`src/rtl/popcount_accum.sv`:
```
// Streaming popcount accumulator: counts ones (or XNOR matches against weights) per beat
// over a 3-stage pipeline and emits one saturating total per in_last-delimited frame.
module popcount_accum #(
    parameter  int IN_W  = 64,
    parameter  int ACC_W = 16,
    localparam int CNT_W = $clog2(IN_W + 1)
) (
    input  logic              clk,
    input  logic              rst_n,
    input  logic              clr,
    input  logic              mode,
    input  logic              in_valid,
    output logic              in_ready,
    input  logic [IN_W-1:0]   in_data,
    input  logic [IN_W-1:0]   in_wgt,
    input  logic              in_last,
    output logic              out_valid,
    input  logic              out_ready,
    output logic [ACC_W-1:0]  out_data,
    output logic              out_ovf
);
    localparam int NG = IN_W / 8;

    function automatic logic [3:0] pop8(input logic [7:0] b);
        logic [3:0] c;
        c = '0;
        for (int i = 0; i < 8; i++) begin
            c = c + {3'b000, b[i]};
        end
        return c;
    endfunction

    logic                  w_stall;
    logic                  w_accept;
    logic [IN_W-1:0]       w_bits;
    logic [NG-1:0][3:0]    w_grp;
    logic [CNT_W-1:0]      w_s2_sum;
    logic [ACC_W:0]        w_sum;
    logic                  w_sat;
    logic [ACC_W-1:0]      w_acc_n;
    logic                  w_ovf_n;

    logic                  r_s1_valid;
    logic                  r_s1_last;
    logic [NG-1:0][3:0]    r_s1_cnt;
    logic                  r_s2_valid;
    logic                  r_s2_last;
    logic [CNT_W-1:0]      r_s2_cnt;
    logic [ACC_W-1:0]      r_acc;
    logic                  r_ovf_acc;
    logic                  r_out_valid;
    logic [ACC_W-1:0]      r_out_data;
    logic                  r_out_ovf;

    // A held total freezes the whole pipeline so nothing downstream is overwritten.
    assign w_stall  = r_out_valid & ~out_ready;
    assign in_ready = ~w_stall;
    assign w_accept = in_valid & in_ready;
    assign w_bits   = mode ? ~(in_data ^ in_wgt) : in_data;

    always_comb begin
        w_grp = '0;
        for (int g = 0; g < NG; g++) begin
            w_grp[g] = pop8(w_bits[g*8 +: 8]);
        end
    end

    always_comb begin
        w_s2_sum = '0;
        for (int g = 0; g < NG; g++) begin
            w_s2_sum = w_s2_sum + CNT_W'(r_s1_cnt[g]);
        end
    end

    // One extra bit on the add exposes the carry used as the saturation flag.
    assign w_sum   = {1'b0, r_acc} + (ACC_W+1)'(r_s2_cnt);
    assign w_sat   = w_sum[ACC_W];
    assign w_acc_n = w_sat ? {ACC_W{1'b1}} : w_sum[ACC_W-1:0];
    assign w_ovf_n = r_ovf_acc | w_sat;

    always_ff @(posedge clk or negedge rst_n) begin
        if (!rst_n) begin
            r_s1_valid <= 1'b0;
            r_s1_last  <= 1'b0;
            r_s1_cnt   <= '0;
            r_s2_valid <= 1'b0;
            r_s2_last  <= 1'b0;
            r_s2_cnt   <= '0;
        end else if (clr) begin
            r_s1_valid <= 1'b0;
            r_s1_last  <= 1'b0;
            r_s1_cnt   <= '0;
            r_s2_valid <= 1'b0;
            r_s2_last  <= 1'b0;
            r_s2_cnt   <= '0;
        end else if (!w_stall) begin
            r_s1_valid <= w_accept;
            r_s1_last  <= in_last;
            r_s1_cnt   <= w_grp;
            r_s2_valid <= r_s1_valid;
            r_s2_last  <= r_s1_last;
            r_s2_cnt   <= w_s2_sum;
        end
    end

    // A last beat hands its total to the output and restarts the frame at zero on the same edge.
    always_ff @(posedge clk or negedge rst_n) begin
        if (!rst_n) begin
            r_acc       <= '0;
            r_ovf_acc   <= 1'b0;
            r_out_valid <= 1'b0;
            r_out_data  <= '0;
            r_out_ovf   <= 1'b0;
        end else if (clr) begin
            r_acc       <= '0;
            r_ovf_acc   <= 1'b0;
            r_out_valid <= 1'b0;
            r_out_data  <= '0;
            r_out_ovf   <= 1'b0;
        end else if (!w_stall) begin
            r_out_valid <= r_s2_valid & r_s2_last;
            if (r_s2_valid) begin
                if (r_s2_last) begin
                    r_out_data <= w_acc_n;
                    r_out_ovf  <= w_ovf_n;
                    r_acc      <= '0;
                    r_ovf_acc  <= 1'b0;
                end else begin
                    r_acc      <= w_acc_n;
                    r_ovf_acc  <= w_ovf_n;
                end
            end
        end
    end

    assign out_valid = r_out_valid;
    assign out_data  = r_out_data;
    assign out_ovf   = r_out_ovf;
endmodule

```
`config.mk`:
```
export PLATFORM = sky130hd
export DESIGN_NAME = popcount_accum
export DESIGN_NICKNAME = d
export VERILOG_FILES = /design/src/rtl/popcount_accum.sv
export SDC_FILE = /design/constraint.sdc
export NUM_CORES = 1
export LEC_CHECK = 0
export BUFFER_PORTS_ARGS = -buffer_cell sky130_fd_sc_hd__buf_2
export CAP_MARGIN = 20
export CORE_MARGIN = 2
export CORE_UTILIZATION = 60
export DETAILED_ROUTE_END_ITERATION = 8
export PLACE_DENSITY = 0.88
export RECOVER_POWER = 50
export SKIP_LAST_GASP = 1
export SLEW_MARGIN = 10
export SYNTH_ARGS = -nofsm -noshare
export SYNTH_HDL_FRONTEND = slang
export SYNTH_SLANG_ARGS = --single-unit
```
`constraint.sdc`:
```
create_clock -name clk -period 8 [get_ports clk]
set_clock_uncertainty 0.2 [all_clocks]
set_input_delay 0.4 -clock clk [delete_from_list [all_inputs] [get_ports clk]]
set_output_delay 0.4 -clock clk [all_outputs]
set_load 0.005 [all_outputs]
```
==> implementation parameters, run 1 <==
Parameter                              Value

Global routing
  Antenna violations before repair ... 0
  Pin count of the biggest net entering global routing ... 79
  Remaining Overflow, GRT ... 0
  Wire length of the first global-routing pass ... 23.7 mm
  Via count of the first global-routing pass ... 5423
  GRT Overall Usage ... 25.1%

Pwr
  Total power consumption of the routed design ... 2.33 mW
  Reported net switching power ... 1.02 mW
  Static leakage ... 3.81 nW
  Combinational share of power ... 63.8%
  Worst IR drop on VDD ... 0.233 mV
  Share of total power in the clock network ... 14.3%
  Switching share of total power ... 43.6%
  Power share of the sequential group ... 22.0%
  Int Power ... 1.32 mW
  Total power per unit cell area ... 302 nW/um^2

Clock tree
  Clock Latency Late Sink ... 350 ps
  Inserted Clock Buffers ... 9
  CTS sink cnt ... 78
  Register clock-pin slew on the reported worst setup and hold paths ... 80 ps
  Setup fix buffers added after clock tree synthesis ... 0
  Cells resized by post-CTS repair ... 0
  Library cell used as clock root buffer ... sky130_fd_sc_hd__clkbuf_8
  Clock tree from TritonCTS ... done
  Bufs on Longest Clock Path ... 2
  H-tree depth ... 3
  Number of hold buffers added after cts ... 0

Routing
  Residual DRC count ... 0
  Routed Wire Length ... 14.2 mm
  Routed length per instance ... 14.2 um
  Vias per cell ... 5.28
  Count of nets left with antenna violations after detail routing ... 0
  Total number of vias ... 5264
  DRC violation total after the first TritonRoute iteration ... 333
  DRT Pass-1 Iters ... 4

STA
  Setup WS post-layout ... 3810 ps
  Highest Clock Rate ... 238 MHz
  Max-slew violation total from the final report ... 79
  Number of failing hold endpoints at the final stage ... 0
  Final-report setup violation count ... 0
  Slew headroom ... -172%
  Post-route minimum period ... 4190 ps
  Slew @ Worst Pin ... 4070 ps
  Min Hold Slack ... 94.4 ps
  Post-route clock period utilization ... 52.4%
  Setup TNS Final ... 0 ps
  Setup repair after global routing missed its margin ... false

Layout
  Number of nets at the end of the flow ... 1081
  Number of inserted diodes ... 0
  Filler Cells Inserted ... 841
  Layout cell share with drive strength beyond 1 ... 20.1%
  Commonest cells after routing, fill and taps aside ... sky130_fd_sc_hd__buf_2, sky130_fd_sc_hd__inv_1, sky130_fd_sc_hd__dfrtp_1
  Layout overhead on the synthesized area ... 16.3%
  Most common cell after layout, fill and taps aside ... sky130_fd_sc_hd__buf_2
  Post-Route Utilization ... 71.2%

Run status
  Failing checks ... max-capacitance violations, max-slew violations
  Result of the run ... finished, violations left

Worst hold path
  Class of the tightest hold or removal check ... primary input to flip-flop

Yosys
  Post-synth EDFFs ... 0
  Xor/xnor cell area share of the yosys netlist ... 10.7%
  Fraction of the mapped netlist area in simple logic gates ... 15.1%
  Number of synthesized register bits ... 78
  Synthesized instance count ... 714
  Average cell area after synthesis ... 9.30 um^2
  Number of library cell types mapped by synthesis ... 49
  Synth Area in Adders ... 24.0%
  YS warnings ... 0
  Main synth FF type ... sky130_fd_sc_hd__dfrtp_1
  Combinational family with the most area after synthesis ... adder cells
  Combined area of all synthesized cells ... 6640 um^2
  Share of async-settable or async-resettable flops after synthesis ... 100%
  Sequential share of the synthesized area ... 29.4%
  Share of cell area taken by muxes after synthesis ... 0.302%
  Net count of the mapped netlist ... 943
  Area fraction in compound gates after synthesis ... 14.1%

Die
  Total die area ... 11900 um^2
  Effective utilization at floorplan ... 61.2%
  Y dimension of the die ... 109 um
  Ports ... 154
  Die width ... 109 um
  Placeable core region ... 10800 um^2
  Row count ... 38

Setup path
  Req. time, crit path ... 8050 ps
  Data arrival time of the worst path ... 4240 ps
  Critical path capture point type ... flip-flop
  Startpoint kind of the worst setup timing path ... primary input
  Crit Path Category ... primary input to flip-flop
  Maximum fanout encountered on the critical timing path ... 64

Placement
  Port-buffer cells ... 153
  Detailed Place HPWL ... 11.2 mm
  RePlAce Congestion ... 0.843
  Dpl ws ... 3390 ps

Flow run
  Number of maximum-capacitance constraint violations ... 1
worst paths after layout:
kind / slack (ps) / cells past startpoint / start / to
worst max register to register: 3820 / 13 / r_s1_cnt[2] / r_s2_cnt[6]
worst max-delay path: 3810 / 13 / mode / r_s1_cnt[10]
worst min register to register: 270 / 2 / out_ovf / out_ovf
min in group asynchronous: 1280 / 1 / rst_n / out_data[1]
max in group asynchronous: 4070 / 1 / rst_n / r_s1_cnt[2]
worst min-delay path: 90 / 3 / in_last / r_s1_last
critical path, cell delays in order:
cell                       delay [ps]
sky130_fd_sc_hd__buf_2            730
sky130_fd_sc_hd__nand2b_1         170
sky130_fd_sc_hd__xnor2_1          230
sky130_fd_sc_hd__fa_1             470
sky130_fd_sc_hd__fa_1             550
sky130_fd_sc_hd__inv_1             50
sky130_fd_sc_hd__fa_1             520
sky130_fd_sc_hd__inv_1             40
sky130_fd_sc_hd__ha_1             220
sky130_fd_sc_hd__fa_1             380
sky130_fd_sc_hd__xor2_1           170
sky130_fd_sc_hd__nor2_1            60
sky130_fd_sc_hd__a211oi_1         230
sequential cells by signal (all words and copies together), names as in the netlist:
signal      count
r_s1_cnt       32
out_data       16
r_acc          16
r_s2_cnt        7
out_ovf         1
out_valid       1
r_ovf_acc       1
r_s1_last       1
r_s1_valid      1
r_s2_last       1
r_s2_valid      1
through the flow:
step | std cells | cell area, um^2
final | 997 | 7720
after detailed placement | 980 | 7490
after floorplan | 714 | 6640
after CTS | 996 | 7710
after global placement | 980 | 7490
after global routing | 997 | 7720
Yosys cell counts, drive strengths merged, types with 2 or more instances:
| cell type | instances | area [um^2] |
|---|---|---|
| inv | 82 | 308 |
| dfrtp | 78 | 1950 |
| nand2 | 77 | 292 |
| xnor2 | 72 | 631 |
| fa | 56 | 1120 |
| a21oi | 54 | 270 |
| nand2b | 49 | 307 |
| nor2 | 39 | 146 |
| ha | 38 | 475 |
| o21ai | 27 | 135 |
| clkbuf | 22 | 82.6 |
| nor2b | 17 | 106 |
| a211oi | 14 | 115 |
| a21o | 12 | 97.6 |
| nand3 | 11 | 55.1 |
| a22o | 9 | 78.8 |
| xor2 | 9 | 78.8 |
| buf | 7 | 31.3 |
| or3 | 5 | 31.3 |
| o21bai | 4 | 30.0 |
| a221o | 3 | 30.0 |
| nor3 | 3 | 15.0 |
| a211o | 2 | 17.5 |
| a31oi | 2 | 12.5 |
| and3 | 2 | 12.5 |
| mux2i | 2 | 20.0 |
| o211ai | 2 | 20.0 |
| o21a | 2 | 22.5 |
kinds of logic (layout without fill, tap and decap cells):
group           after synthesis  count (layout)
fa+ha+maj                    94              94
flops                        78              78
simple gates                208             208
buf+inv                     111             254
xor+xnor                     81              81
compound gates              140             140
mux                           2               2
power by group through the flow:
stage,clock (mW),combinational (mW),sequential (mW)
finish,0.333,1.49,0.513
global route,0.353,1.75,0.522
CTS,0.336,1.51,0.513
detailed placement,0,1.49,0.521
global placement,0,1.39,0.515
floorplan,0,1.15,0.507
per-layer routing:
layer / routed length [um] / track usage [%] / part of all wire [%]
met1: 5820 / 30.3 / 41
met2: 7490 / 45.6 / 53
met3: 656 / 4.12 / 4.6
met4: 243 / 8.41 / 1.7
met5: 0 / 0 / 0
layout make-up:
type	instances	area (um^2)	share of cell area (%)
Tap cell	140	175	2.27
Clock inverter	6	85.1	1.10
Sequential cell	78	1950	25.3
Timing Repair Buffer	156	788	10.2
Clock buffer	10	138	1.78
Multi-Input combinational cell	525	4270	55.4
Inverter	82	308	3.99
No activity file was read; power rests on OpenSTA's default activity.
==> inputs of run 2 (changes only) <==
--- a/config.mk
+++ b/config.mk
@@ -5,12 +5,13 @@
 export SDC_FILE = /design/constraint.sdc
 export NUM_CORES = 1
 export LEC_CHECK = 0
+export ABC_AREA = 1
 export BUFFER_PORTS_ARGS = -buffer_cell sky130_fd_sc_hd__buf_2
 export CAP_MARGIN = 20
 export CORE_MARGIN = 2
-export CORE_UTILIZATION = 60
+export CORE_UTILIZATION = 56
 export DETAILED_ROUTE_END_ITERATION = 8
-export PLACE_DENSITY = 0.88
+export PLACE_DENSITY = 0.82
 export RECOVER_POWER = 50
 export SKIP_LAST_GASP = 1
 export SLEW_MARGIN = 10
==> constraint.sdc (replaced) <==
create_clock -name clk -period 3.97 [get_ports clk]
set_clock_uncertainty 0.2 [all_clocks]
set_input_delay 0.1985 -clock clk [delete_from_list [all_inputs] [get_ports clk]]
set_output_delay 0.1985 -clock clk [all_outputs]
set_load 0.005 [all_outputs]
==> implementation parameters, run 2 <==
Parameter                              Value

Layout
  Commonest cells after routing, fill and taps aside ... sky130_fd_sc_hd__nand2_1, sky130_fd_sc_hd__inv_1, sky130_fd_sc_hd__buf_2
  Post-Route Utilization ... 67.5% (-3.7 points)
  Number of nets at the end of the flow ... 1242 (+15%)
  Multi-input gate area ... 3950 um^2 (-7.5%)
  Most common cell after layout, fill and taps aside ... sky130_fd_sc_hd__nand2_1
  Layout overhead on the synthesized area ... 18.4%
  Register containing the most flip-flops in the final layout ... r_s1_cnt
  Filler Cells Inserted ... 971 (+15%)
  Layout cell share with drive strength beyond 1 ... 18.7% (-1.4 points)
  Largest register FFs ... 32 (unchanged)
  Sequential standard cell area ... 1950 um^2 (unchanged)
  Number of inserted diodes ... 0 (unchanged)

Clock tree
  Inserted Clock Buffers ... 9 (unchanged)
  Library cell used as clock root buffer ... sky130_fd_sc_hd__clkbuf_16
  Clock tree from TritonCTS ... done
  Clock Latency Late Sink ... 330 ps (-20 ps)
  CTS sink cnt ... 78 (unchanged)
  H-tree depth ... 3 (unchanged)
  Bufs on Longest Clock Path ... 2 (unchanged)
  Setup fix buffers added after clock tree synthesis ... 0 (unchanged)
  Register clock-pin slew on the reported worst setup and hold paths ... 60 ps (-20 ps)

Yosys
  Post-synth EDFFs ... 0 (unchanged)
  Number of synthesized register bits ... 78 (unchanged)
  Sequential share of the synthesized area ... 28.7% (-0.67 points)
  Synthesized instance count ... 862 (+21%)
  Share of async-settable or async-resettable flops after synthesis ... 100% (unchanged)
  YS warnings ... 0 (unchanged)
  Combined area of all synthesized cells ... 6790 um^2 (+2.3%)
  Leading cell types by total area after synthesis ... sky130_fd_sc_hd__dfrtp_1, sky130_fd_sc_hd__fa_1, sky130_fd_sc_hd__nand2_1
  Largest area contributor in the netlist ... sky130_fd_sc_hd__dfrtp_1
  Main synth FF type ... sky130_fd_sc_hd__dfrtp_1
  Most common library cells after synthesis ... sky130_fd_sc_hd__nand2_1, sky130_fd_sc_hd__inv_1, sky130_fd_sc_hd__dfrtp_1
  Most frequently used cell type in the post-synthesis netlist ... sky130_fd_sc_hd__nand2_1
  Net count of the mapped netlist ... 1091 (+16%)
  Synth top area share ... 28.7% (-0.67 points)
  Number of library cell types mapped by synthesis ... 30 (-39%)
  Average cell area after synthesis ... 7.88 um^2 (-15%)

Placement
  RePlAce Congestion ... 0.868 (+2.9%)
  Port-buffer cells ... 153 (unchanged)
  Detailed Place HPWL ... 10.7 mm (-4.5%)
  Dpl ws ... -60.0 ps (-3450 ps)

Setup path
  Crit Path Category ... flip-flop to flip-flop
  Req. time, crit path ... 3990 ps (-4060 ps)
  Startpoint kind of the worst setup timing path ... flip-flop
  Critical path capture point type ... flip-flop
  Data arrival time of the worst path ... 3930 ps (-310 ps)
  Maximum fanout encountered on the critical timing path ... 2 (-97%)

Pwr
  Static leakage ... 4.67 nW (+23%)
  Total power per unit cell area ... 614 nW/um^2 (+100%)
  Worst IR drop on VDD ... 0.622 mV (+170%)

STA
  Post-route clock period utilization ... 98.5%
  Slew headroom ... -25.3% (+150 points)
  Setup repair after global routing missed its margin ... true
  Setup WS post-layout ... 59.7 ps (-3750 ps)
  Max-slew violation total from the final report ... 79 (unchanged)
  Post-route minimum period ... 3910 ps
  Final-report setup violation count ... 0 (unchanged)
  Highest Clock Rate ... 256 MHz
  Slew @ Worst Pin ... 1880 ps (-2190 ps)
  Number of failing hold endpoints at the final stage ... 0 (unchanged)

Routing
  Count of nets left with antenna violations after detail routing ... 0 (unchanged)
  DRT Pass-1 Iters ... 4 (unchanged)
  Total number of vias ... 5593 (+6.3%)
  Routed Wire Length ... 14.0 mm (-1.7%)
  Vias per cell ... 4.80 (-9.1%)
  DRC violation total after the first TritonRoute iteration ... 240 (-28%)
  Routed length per instance ... 12.0 um (-16%)
  Residual DRC count ... 0 (unchanged)

Global routing
  Wire length of the first global-routing pass ... 24.4 mm (+3.1%)
  Via count of the first global-routing pass ... 5697 (+5.1%)
  Pin count of the biggest net entering global routing ... 79 (unchanged)
  Antenna violations before repair ... 0 (unchanged)
  Remaining Overflow, GRT ... 0 (unchanged)
  GRT Overall Usage ... 23.3% (-1.8 points)

Die
  Die width ... 114 um (+4.5%)
  Effective utilization at floorplan ... 57.0% (-4.2 points)
  Ports ... 154 (unchanged)
  Y dimension of the die ... 114 um (+4.5%)
  Row count ... 40 (+5.3%)
  Total die area ... 13000 um^2 (+9.3%)
  Placeable core region ... 11900 um^2 (+9.9%)

Worst hold path
  Class of the tightest hold or removal check ... primary input to flip-flop

Run status
  Failing checks ... max-capacitance violations, max-slew violations
  Result of the run ... finished, violations left

Flow run
  Number of maximum-capacitance constraint violations ... 1 (unchanged)
-- run 2: cell types whose count changed after synthesis, sizes merged, moves of 11 or more --
cell / delta
nand2: +182
inv: +137
nand2b: -49
a21oi: -43
xnor2: -29
nand3: +27
nor2: -25
xor2: +25
nor2b: -17
o22ai: +16
a211oi: -14
a21o: -11
-- run 2: logic make-up after synthesis --
family / after synthesis / share of synthesized area, %
simple gates: 318 / 19.7
buf+inv: 240 / 13.5
fa+ha+maj: 94 / 23.5
flops: 78 / 28.7
xor+xnor: 77 / 9.93
compound gates: 55 / 4.55
-- run 2: metrics by stage --
stage	TNS, ps	power [mW]	instances	area [um^2]	hold slack [ps]
finish	0	4.94	1165	8040	46.2
global route	-57.7	5.45	1165	8040	64.1
CTS	0	4.70	1165	8040	46.4
detailed placement	-60.0	3.73	1146	7700	201
global placement	0	3.55	1146	7700	209
floorplan	0	3.07	862	6790	-297
-- run 2: cell type report --
class,instances,share of cell area (%)
clock buffers,13,3.24
clock inverters,3,0.529
inverters,219,10.2
multi-input cells,544,49.1
flip-flops and latches,78,24.3
well taps,147,2.29
repair buffers,161,10.3
-- run 2: report_power, final --
| group | leakage [nW] | total (mW) | switching [mW] | internal (mW) |
|---|---|---|---|---|
| clock network | 0.146 | 0.831 | 0.311 | 0.520 |
| registers | 1.06 | 1.02 | 0.0661 | 0.955 |
| logic | 3.47 | 3.09 | 1.74 | 1.35 |
-- run 2: path summary, 6_finish.rpt --
path / to / cells after the start / startpoint / slack (ps)
max: r_s2_cnt[6] / 15 / r_s1_cnt[10] / 60
max reg2reg: r_s2_cnt[6] / 15 / r_s1_cnt[10] / 60
min: r_s2_cnt[6] / 4 / out_ready / 50
min reg2reg: out_data[2] / 2 / out_data[2] / 270
max in group asynchronous: r_s1_cnt[0] / 2 / rst_n / 1720
min in group asynchronous: out_data[0] / 2 / rst_n / 680
-- run 2: critical path, cell delays in order (launching register included) --
cell	delay [ps]
sky130_fd_sc_hd__dfrtp_1	340
sky130_fd_sc_hd__inv_2	50
sky130_fd_sc_hd__fa_1	560
sky130_fd_sc_hd__inv_2	50
sky130_fd_sc_hd__fa_1	490
sky130_fd_sc_hd__fa_1	520
sky130_fd_sc_hd__inv_1	50
sky130_fd_sc_hd__fa_1	520
sky130_fd_sc_hd__inv_2	50
sky130_fd_sc_hd__ha_4	160
sky130_fd_sc_hd__fa_2	350
sky130_fd_sc_hd__nand2_1	60
sky130_fd_sc_hd__inv_1	50
sky130_fd_sc_hd__o21a_1	170
sky130_fd_sc_hd__o21ai_1	120
sky130_fd_sc_hd__nand2_1	60
-- run 2: per-layer routing --
metal	track usage [%]	part of all wire [%]
met1	27.9	41
met2	42.9	52
met3	3.28	4.4
met4	8.29	2.7
met5	0	0
-- run 2: repair_timing --
action,in CTS,in global routing
pin swaps,1,12
hold endpoints to repair,80,0
resized for setup,3,7
setup endpoints to repair,1,2
hold buffers,3,0
==> inputs of run 3 (changes only) <==
--- a/config.mk
+++ b/config.mk
@@ -8,10 +8,10 @@
 export ABC_AREA = 1
 export BUFFER_PORTS_ARGS = -buffer_cell sky130_fd_sc_hd__buf_2
 export CAP_MARGIN = 20
-export CORE_MARGIN = 2
+export CORE_MARGIN = 5
 export CORE_UTILIZATION = 56
 export DETAILED_ROUTE_END_ITERATION = 8
-export PLACE_DENSITY = 0.82
+export PLACE_DENSITY_LB_ADDON = 0.1
 export RECOVER_POWER = 50
 export SKIP_LAST_GASP = 1
 export SLEW_MARGIN = 10
==> implementation parameters, run 3 (synthesis gave the netlist of run 2 again) <==
Parameter                              Value

Routing
  Routed Wire Length ... 13.6 mm (-2.3%)
  DRT Pass-1 Iters ... 4 (unchanged)
  Vias per cell ... 4.67 (-2.8%)
  DRC violation total after the first TritonRoute iteration ... 256 (+6.7%)
  Routed length per instance ... 11.7 um (-2.3%)
  Count of nets left with antenna violations after detail routing ... 0 (unchanged)
  Total number of vias ... 5434 (-2.8%)
  Residual DRC count ... 0 (unchanged)

Layout
  Commonest cells after routing, fill and taps aside ... sky130_fd_sc_hd__nand2_1, sky130_fd_sc_hd__inv_1, sky130_fd_sc_hd__buf_2
  Layout overhead on the synthesized area ... 18.6%
  Register containing the most flip-flops in the final layout ... r_s1_cnt
  Number of nets at the end of the flow ... 1242 (unchanged)
  Post-Route Utilization ... 67.3% (-0.19 points)
  Largest register FFs ... 32 (unchanged)
  Most common cell after layout, fill and taps aside ... sky130_fd_sc_hd__nand2_1
  Final design instance area without fill ... 8060 um^2 (+0.14%)
  Layout cell share with drive strength beyond 1 ... 18.9% (+0.22 points)
  Number of inserted diodes ... 0 (unchanged)

Die
  Y dimension of the die ... 120 um (+5.3%)
  Total die area ... 14400 um^2 (+11%)
  Die width ... 120 um (+5.3%)
  Row count ... 40 (unchanged)
  Ports ... 154 (unchanged)
  Effective utilization at floorplan ... 56.8% (-0.24 points)
  Placeable core region ... 12000 um^2 (+0.42%)

Clock tree
  Inserted Clock Buffers ... 9 (unchanged)
  Setup fix buffers added after clock tree synthesis ... 0 (unchanged)
  Library cell used as clock root buffer ... sky130_fd_sc_hd__clkbuf_16
  Clock tree from TritonCTS ... done
  Register clock-pin slew on the reported worst setup and hold paths ... 60 ps (about the same)
  CTS sink cnt ... 78 (unchanged)
  Clock Latency Late Sink ... 340 ps (about the same)
  H-tree depth ... 3 (unchanged)
  Bufs on Longest Clock Path ... 2 (unchanged)

Setup path
  Worst flop-to-flop path endpoint ... r_s2_cnt[6]
  Worst R2R Start ... r_s1_cnt[2]
  Critical path capture point type ... flip-flop
  Length in cells of the worst reg-to-reg path ... 15 (unchanged)
  Crit Path Category ... flip-flop to flip-flop
  Startpoint kind of the worst setup timing path ... flip-flop
  Maximum fanout encountered on the critical timing path ... 2 (unchanged)
  Register-to-Register Setup Slack ... 180 ps (+120 ps)
  Data arrival time of the worst path ... 3820 ps (-110 ps)
  Req. time, crit path ... 4000 ps (about the same)

Worst hold path
  Hold path startpoint ... out_ready
  Hold path depth ... 4 (unchanged)
  Class of the tightest hold or removal check ... primary input to flip-flop
  End of the worst hold path ... r_s1_cnt[24]

STA
  Final-report setup violation count ... 0 (unchanged)
  Post-route minimum period ... 3790 ps (-116 ps)
  Slew @ Worst Pin ... 1870 ps (-13.8 ps)
  Post-route clock period utilization ... 95.6% (-2.9 points)
  Number of failing hold endpoints at the final stage ... 0 (unchanged)
  Highest Clock Rate ... 264 MHz (+3.0%)
  Max-slew violation total from the final report ... 79 (unchanged)
  Setup repair after global routing missed its margin ... false
  Slew headroom ... -24.4% (+0.92 points)

Global routing
  Met1 Resource Use GR ... 26.3% (-1.6 points)
  Remaining Overflow, GRT ... 0 (unchanged)
  Met2 layer usage reported by global route ... 33.8% (-9.0 points)
  GRT Overall Usage ... 20.0% (-3.4 points)
  Antenna violations before repair ... 0 (unchanged)
  Most used routing layer ... met2
  Via count of the first global-routing pass ... 5590 (-1.9%)
  Pin count of the biggest net entering global routing ... 79 (unchanged)
  Met3 usage in global routing ... 3.63% (+0.35 points)
  Wire length of the first global-routing pass ... 23.7 mm (-2.9%)

Placement
  Detailed Place HPWL ... 10.8 mm (+1.0%)
  Port-buffer cells ... 153 (unchanged)
  Cell area after placement ... 7700 um^2 (unchanged)
  RePlAce Congestion ... 0.810 (-6.7%)

Run status
  Failing checks ... max-capacitance violations, max-slew violations
  Result of the run ... finished, violations left

Pwr
  Worst IR drop on VDD ... 0.543 mV (-13%)
  Total power per unit cell area ... 585 nW/um^2 (-4.7%)
  Total power consumption of the routed design ... 4.71 mW (-4.6%)
  Static leakage ... 4.71 nW (+0.66%)

Flow run
  Number of maximum-capacitance constraint violations ... 1 (unchanged)
-- run 3: how the worst max path moves through the flow --
stage / from / endpoint / slack, ps / depth (start not counted)
after floorplan: r_s1_cnt[2] / r_s2_cnt[6] / 70 / 15
after detailed placement: r_s1_cnt[2] / r_s2_cnt[6] / -70 / 15
after CTS: r_s1_cnt[14] / r_s2_cnt[6] / 20 / 15
final: r_s1_cnt[2] / r_s2_cnt[6] / 180 / 15
after global placement: r_s1_cnt[2] / r_s2_cnt[6] / -7 / 15
after global routing: r_s1_cnt[2] / r_s2_cnt[6] / 7 / 15
-- run 3: area by class of cell --
class                      count  area (um^2)
clock inverter                 4         70.1
tap                          147          184
multi-input combinational    544         3940
sequential                    78         1950
fill                        1034         3910
timing repair buffer         161          835
clock buffer                  11          253
inverter                     219          822
-- run 3: report_power, final --
| group | internal [mW] | switching (mW) |
|---|---|---|
| Combinational | 1.23 | 1.57 |
| Clock | 0.579 | 0.321 |
| Sequential | 0.955 | 0.0582 |
-- run 3: through the flow --
| step | hold slack, ps | instances | setup slack [ps] | setup TNS, ps |
|---|---|---|---|---|
| 2_1_floorplan | -297 | 862 | 72.4 | 0 |
| 3_3_place_gp | 216 | 1146 | -6.64 | -6.64 |
| 3_5_place_dp | 214 | 1146 | -71.3 | -71.3 |
| 4_1_cts | 28.6 | 1164 | 21.4 | 0 |
| 5_1_grt | 46.8 | 1164 | 6.80 | 0 |
| 6_report | 38.8 | 1164 | 175 | 0 |
-- run 3: worst max-delay path, stage by stage, from the launching register on --
cell                      delay (ps)
sky130_fd_sc_hd__dfrtp_1         330
sky130_fd_sc_hd__inv_2            50
sky130_fd_sc_hd__fa_1            530
sky130_fd_sc_hd__inv_1            60
sky130_fd_sc_hd__fa_1            490
sky130_fd_sc_hd__fa_1            510
sky130_fd_sc_hd__inv_2            40
sky130_fd_sc_hd__fa_1            490
sky130_fd_sc_hd__inv_2            50
sky130_fd_sc_hd__ha_4            160
sky130_fd_sc_hd__fa_2            360
sky130_fd_sc_hd__nand2_1          70
sky130_fd_sc_hd__inv_1            40
sky130_fd_sc_hd__o21a_1          150
sky130_fd_sc_hd__o21ai_1         110
sky130_fd_sc_hd__nand2_1          60
-- run 3: per-layer routing --
| metal | vias to the layer above | wire length (um) |
|---|---|---|
| met5 | - | 0 |
| met4 | 0 | 177 |
| met1 | 2481 | 6220 |
| li1 | 2820 | - |
| met3 | 14 | 740 |
| met2 | 119 | 6500 |
-- run 3: what timing repair did --
item,CTS,global route
hold endpoints to repair,80,0
hold buffers,3,0
setup endpoints to repair,1,2
pin swaps,1,8
gates resized for setup,2,7
